==> src/rtl/adc_scan_sched.sv <==
// adc_scan_sched: multi-channel ADC scan scheduler feeding the SPI ADC engine and the UART.
// Latency: tick->strc_o 2 clk, eoc_i->st_o 1 clk, eot_i(LSB)->next strc_o 2 clk.
// Backpressure: waits on eoc_i/eot_i handshakes; ticks arriving while busy are dropped and set ovr_o.
//
// Ports: clk_i/rst_i (sync, active-low); en_i, chmask_i, period_i scan control;
//        strc_o/cmd_o/eoc_i/dout_i SPI side; st_o/data_o/eot_i UART side;
//        ch_o, busy_o, eos_o, ovr_o status.
// Optional: define ADC_SCAN_HDR_EN to prefix every scan frame with an 8'hA5 header byte.
module adc_scan_sched #(
  parameter int          NCH    = 8,
  parameter int          TW     = 29,
  parameter logic [3:0]  CMD_LO = 4'b0111
) (
  input  logic          clk_i,
  input  logic          rst_i,
  input  logic          en_i,
  input  logic [7:0]    chmask_i,
  input  logic [TW-1:0] period_i,
  output logic          strc_o,
  output logic [7:0]    cmd_o,
  input  logic          eoc_i,
  input  logic [11:0]   dout_i,
  output logic          st_o,
  output logic [7:0]    data_o,
  input  logic          eot_i,
  output logic [2:0]    ch_o,
  output logic          busy_o,
  output logic          eos_o,
  output logic          ovr_o
);

  // Channels at or above NCH are never serviced.
  localparam logic [8:0] VM9   = (9'd1 << NCH) - 9'd1;
  localparam logic [7:0] VMASK = VM9[7:0];

  typedef enum logic [3:0] {
    S_IDLE, S_HDR, S_HWT, S_SEL, S_CONV, S_WEOC,
    S_TXM, S_WTM, S_TXL, S_WTL, S_DONE
  } state_t;

  state_t        state_q, state_d;
  logic [TW-1:0] cnt_q, cnt_d;
  logic [7:0]    mask_q, mask_d;
  logic [2:0]    ch_q, ch_d;
  logic [7:0]    dlo_q, dlo_d;
  logic [7:0]    data_q, data_d;
  logic          ovr_q, ovr_d;

  logic       tick;
  logic       strc, st, eos;
  logic [2:0] low_ch;
  logic [7:0] req_mask;

  always_comb begin
    tick     = en_i && (cnt_q == period_i);
    cnt_d    = (en_i && !tick) ? cnt_q + 1'b1 : '0;
    req_mask = chmask_i & VMASK;

    // Lowest set bit of the latched mask: scanning downward leaves the smallest index.
    low_ch = 3'd0;
    for (int i = 7; i >= 0; i--) begin
      if (mask_q[i]) low_ch = 3'(i);
    end

    state_d = state_q;
    mask_d  = mask_q;
    ch_d    = ch_q;
    dlo_d   = dlo_q;
    data_d  = data_q;
    ovr_d   = ovr_q;
    strc    = 1'b0;
    st      = 1'b0;
    eos     = 1'b0;

    if (tick && (state_q != S_IDLE)) ovr_d = 1'b1;

    case (state_q)
      S_IDLE: begin
        if (tick && (req_mask != 8'd0)) begin
          mask_d = req_mask;
`ifdef ADC_SCAN_HDR_EN
          data_d  = 8'hA5;
          state_d = S_HDR;
`else
          state_d = S_SEL;
`endif
        end
      end
`ifdef ADC_SCAN_HDR_EN
      S_HDR: begin
        st      = 1'b1;
        state_d = S_HWT;
      end
      S_HWT: if (eot_i) state_d = S_SEL;
`endif
      S_SEL: begin
        ch_d    = low_ch;
        mask_d  = mask_q & (mask_q - 8'd1);  // drop the lowest set bit
        state_d = S_CONV;
      end
      S_CONV: begin
        strc    = 1'b1;
        state_d = S_WEOC;
      end
      S_WEOC: begin
        if (eoc_i) begin
          // MSB byte is staged here so it is already on data_o during the st_o cycle.
          data_d  = {ch_q, 1'b0, dout_i[11:8]};
          dlo_d   = dout_i[7:0];
          state_d = S_TXM;
        end
      end
      S_TXM: begin
        st      = 1'b1;
        state_d = S_WTM;
      end
      S_WTM: begin
        if (eot_i) begin
          data_d  = dlo_q;
          state_d = S_TXL;
        end
      end
      S_TXL: begin
        st      = 1'b1;
        state_d = S_WTL;
      end
      S_WTL: begin
        if (eot_i) state_d = (mask_q != 8'd0) ? S_SEL : S_DONE;
      end
      S_DONE: begin
        eos     = 1'b1;
        state_d = S_IDLE;
      end
      default: state_d = S_IDLE;
    endcase
  end

  always_ff @(posedge clk_i) begin
    if (!rst_i) begin
      state_q <= S_IDLE;
      cnt_q   <= '0;
      mask_q  <= 8'd0;
      ch_q    <= 3'd0;
      dlo_q   <= 8'd0;
      data_q  <= 8'd0;
      ovr_q   <= 1'b0;
    end else begin
      state_q <= state_d;
      cnt_q   <= cnt_d;
      mask_q  <= mask_d;
      ch_q    <= ch_d;
      dlo_q   <= dlo_d;
      data_q  <= data_d;
      ovr_q   <= ovr_d;
    end
  end

  assign strc_o = strc;
  assign st_o   = st;
  assign eos_o  = eos;
  assign cmd_o  = {1'b1, ch_q, CMD_LO};
  assign ch_o   = ch_q;
  assign data_o = data_q;
  assign busy_o = (state_q != S_IDLE);
  assign ovr_o  = ovr_q;

endmodule

==> config.mk <==
export PLATFORM = sky130hd
export DESIGN_NAME = adc_scan_sched
export DESIGN_NICKNAME = d
export VERILOG_FILES = /design/src/rtl/adc_scan_sched.sv
export SDC_FILE = /design/constraint.sdc
export NUM_CORES = 1
export LEC_CHECK = 0
export ABC_AREA = 1
export CAP_MARGIN = 20
export CORE_MARGIN = 5
export CORE_UTILIZATION = 55
export DETAILED_ROUTE_END_ITERATION = 6
export PLACE_DENSITY = 0.95
export SLEW_MARGIN = 20
export SYNTH_ARGS = -nofsm -noshare
export SYNTH_HDL_FRONTEND = slang
export SYNTH_SLANG_ARGS = --single-unit
==> constraint.sdc <==
create_clock -name clk_i -period 2.7 [get_ports clk_i]
set_clock_uncertainty 0.1 [all_clocks]
set_input_delay 0.54 -clock clk_i [delete_from_list [all_inputs] [get_ports clk_i]]
set_output_delay 0.54 -clock clk_i [all_outputs]
set_load 0.05 [all_outputs]
==> impl_metrics.env <==
export IMPL_root_buffer="clkbuf_8"
export IMPL_synth_area_per_cell_um2=6.47
export IMPL_synth_compound_area_frac=0.132
export IMPL_pwr_share_comb=0.288
export IMPL_die_h_um=91.5
export IMPL_start_util=0.569
export IMPL_synth_top_family_by_area="simple AND/OR/NAND/NOR gates"
export IMPL_cts_tree="done"
export IMPL_antenna_cells=0
export IMPL_finalSetupViolations=0
export IMPL_maxSlewHeadroom=0.632
export IMPL_m1WireLength_um=3690
export IMPL_coreArea_mm2=0.00642
export IMPL_worstSetupStartpointType="flip-flop"
export IMPL_p_int_w=0.00175
export IMPL_crit_family="buffers and inverters"
export IMPL_worstSkewPairLatency_ps=350
export IMPL_cpMaxStageDelayCell="clkdlybuf4s50_1"
export IMPL_dp_hpwl_um=6970
export IMPL_detail_route_iter0_violations=220
export IMPL_fin_crit_sh=0.958
export IMPL_yosysTopAreaCell="dfxtp_1"
export IMPL_drive_gt1_frac=0.107
export IMPL_drc=0
export IMPL_p_sw_frac=0.350
export IMPL_cp_required_ps=2060
export IMPL_syn2layout_area_growth_pct=26.4
export IMPL_ys_async_sr_fraction=0
export IMPL_critPathArrivalTime_ps=1950
export IMPL_cap_violations=0
export IMPL_cpPeakStageDelay_ps=810
export IMPL_ys_ff_latch=61
export IMPL_cts_resized=0
export IMPL_final_common_cell="nand2_1"
export IMPL_seqPwrFrac=0.374
export IMPL_place_gp_congestion=0.934
export IMPL_synth_simple_area_share=0.384
export IMPL_dr_wl_met3_um=757
export IMPL_ys_types=42
export IMPL_p_leak_nw=1.86
export IMPL_pwr_share_clk=0.338
export IMPL_slew_violations=0
export IMPL_grt_pass1_wl_um=15500
export IMPL_final_cells=719
export IMPL_synth_enable_flop_cells=0
export IMPL_critPathMaxFanout=5
export IMPL_synth_top_area_frac=0.334
export IMPL_globalRouteTotalUtil=0.221
export IMPL_seq_area_mm2=0.00122
export IMPL_grt_overflow=0
export IMPL_worstPathCellList="inv_1, nand2_1, nor2_1, clkdlybuf4s50_1"
export IMPL_worst_path_buf_inv=2
export IMPL_p_sw_w=0.000945
export IMPL_maxUsedRoutingLayer="met4"
export IMPL_hold_buffers=0
export IMPL_cts_buffers=9
export IMPL_synthMuxAreaShare=0
export IMPL_synth_area_mm2=0.00365
export IMPL_rsz0062_at_grt="no"
export IMPL_hp_class="reg -> reg"
export IMPL_end_kind="output port"
export IMPL_seq_area_frac_synth=0.334
export IMPL_multi_input_area_mm2=0.00198
export IMPL_clk_pin_slew_ps=70
export IMPL_wire_per_inst_um=12.7
export IMPL_grt_max_degree=31
export IMPL_status="complete, no violations"
export IMPL_vias=3842
export IMPL_fmax_mhz=386
export IMPL_wl_um=9130
export IMPL_p_per_area_mw_per_mm2=584
export IMPL_final_fill_count=512
export IMPL_grt_pass1_vias=3606
export IMPL_port_buffers=72
export IMPL_firstDrtPassIters=5
export IMPL_num_rows=29
export IMPL_ys_warn_count=0
export IMPL_synth_xor_area_share=0.0168
export IMPL_die_w_um=91.5
export IMPL_worstSetupPathType="reg -> out"
export IMPL_clock_path_buffers=2
export IMPL_h_tree_depth=3
export IMPL_nets=692
export IMPL_fin_crit_ps=2590
export IMPL_yosys_area_share_adder=0.00342
export IMPL_viasPerCell=5.34
export IMPL_synthFlopType="dfxtp_1"
export IMPL_finalHoldViolCount=0
export IMPL_detail_route_antenna_nets=0
export IMPL_tightest_slew_ps=550
export IMPL_io_pins=78
export IMPL_met2_length_um=4530
export IMPL_postCtsSetupBuffers=0
export IMPL_ir_worst_vdd_uv=346
export IMPL_fp_dieArea_mm2=0.00838
export IMPL_placed_cells=703
export IMPL_synth_area_top_cells="dfxtp_1, nand2_1, inv_1"
export IMPL_layout_common_cells="nand2_1, inv_1, clkdlybuf4s50_1"
export IMPL_setup_tns_ps=0
export IMPL_antenna_found_initial=0
export IMPL_synth_cells=565
export IMPL_cts_sinks=61
-- stage by stage --
| stage | total power [W] | util | hold slack [ps] | cell area, µm² | setup slack [ps] |
|---|---|---|---|---|---|
| 6_report | 0.00270 | 0.719 | 345 | 4620 | 112 |
| 4_1_cts | 0.00270 | 0.719 | 347 | 4620 | 102 |
| 3_3_place_gp | 0.00177 | 0.685 | 330 | 4400 | 181 |
| 5_1_grt | 0.00283 | 0.719 | 378 | 4620 | 30.3 |
| 3_5_place_dp | 0.00179 | 0.685 | 336 | 4400 | 158 |
| 2_1_floorplan | 0.00155 | - | 323 | 3670 | 99.9 |
-- tightest hold or removal path: stages, from the launching register on --
cell,delay [ps]
dfxtp_1,310
inv_1,40
a21oi_1,50
-- worst paths after layout --
| check | startpoint | endpoint | slack, ps | depth (start not counted) |
|---|---|---|---|---|
| max | state_q[3]$_SDFFE_PN0P_ | strc_o | 110 | 4 |
| max reg2reg | cnt_q[0]$_SDFF_PN0_ | cnt_q[22]$_SDFF_PN0_ | 640 | 12 |
| min reg2reg | dlo_q[5]$_SDFFE_PN0P_ | dlo_q[5]$_SDFFE_PN0P_ | 340 | 2 |
| min | dlo_q[5]$_SDFFE_PN0P_ | dlo_q[5]$_SDFFE_PN0P_ | 340 | 2 |
-- cells by family (layout without fill, tap and decap cells) --
logic type               count (synthesis)  in the layout
AND/OR/NAND/NOR                        298            298
flip-flops                              61             61
other                                    2              5
adder cells (fa/ha/maj)                  1              1
XOR/XNOR                                 7              7
buffers and inverters                  109            183
AO/OA/AOI/OAI                           87             87
-- layer usage --
metal,up-vias,GRT usage
li1,1927,-
met1,1718,0.253
met2,174,0.389
met3,23,0.0620
met4,0,0.0854
met5,-,0
-- registers in the layout (all words and copies together), names as in the netlist --
name / count
cnt_q: 29
state_q: 4
ch_o: 3
data_o: 8
ovr_o: 1
mask_q: 8
dlo_q: 8
-- cells in the mapped netlist, drive strengths merged, types with 2 or more instances --
cell type,n
nand2,166
inv,91
nor2,70
dfxtp,61
a21oi,38
o21ai,29
nor3,20
nand4,16
buf,15
nand3,14
a31oi,9
or2,7
xor2,7
nor4,4
o31ai,4
clkbuf,3
o21bai,3
conb,2
-- layout make-up --
| class | instances | area share |
|---|---|---|
| Multi-Input combinational cell | 398 | 0.429 |
| Sequential cell | 61 | 0.264 |
| Timing Repair Buffer | 76 | 0.164 |
| Inverter | 91 | 0.0739 |
| Clock buffer | 9 | 0.0268 |
| Clock inverter | 7 | 0.0211 |
| Tap cell | 77 | 0.0209 |
-- power groups by stage --
stage	Combinational [W]	Clock, W	Sequential, W
after floorplan	0.000502	0	0.00105
after global routing	0.000855	0.000960	0.00101
after CTS	0.000772	0.000919	0.00101
after detailed placement	0.000767	0	0.00103
after global placement	0.000748	0	0.00102
final	0.000777	0.000912	0.00101
Note: power is estimated with default switching activity, not from simulation.
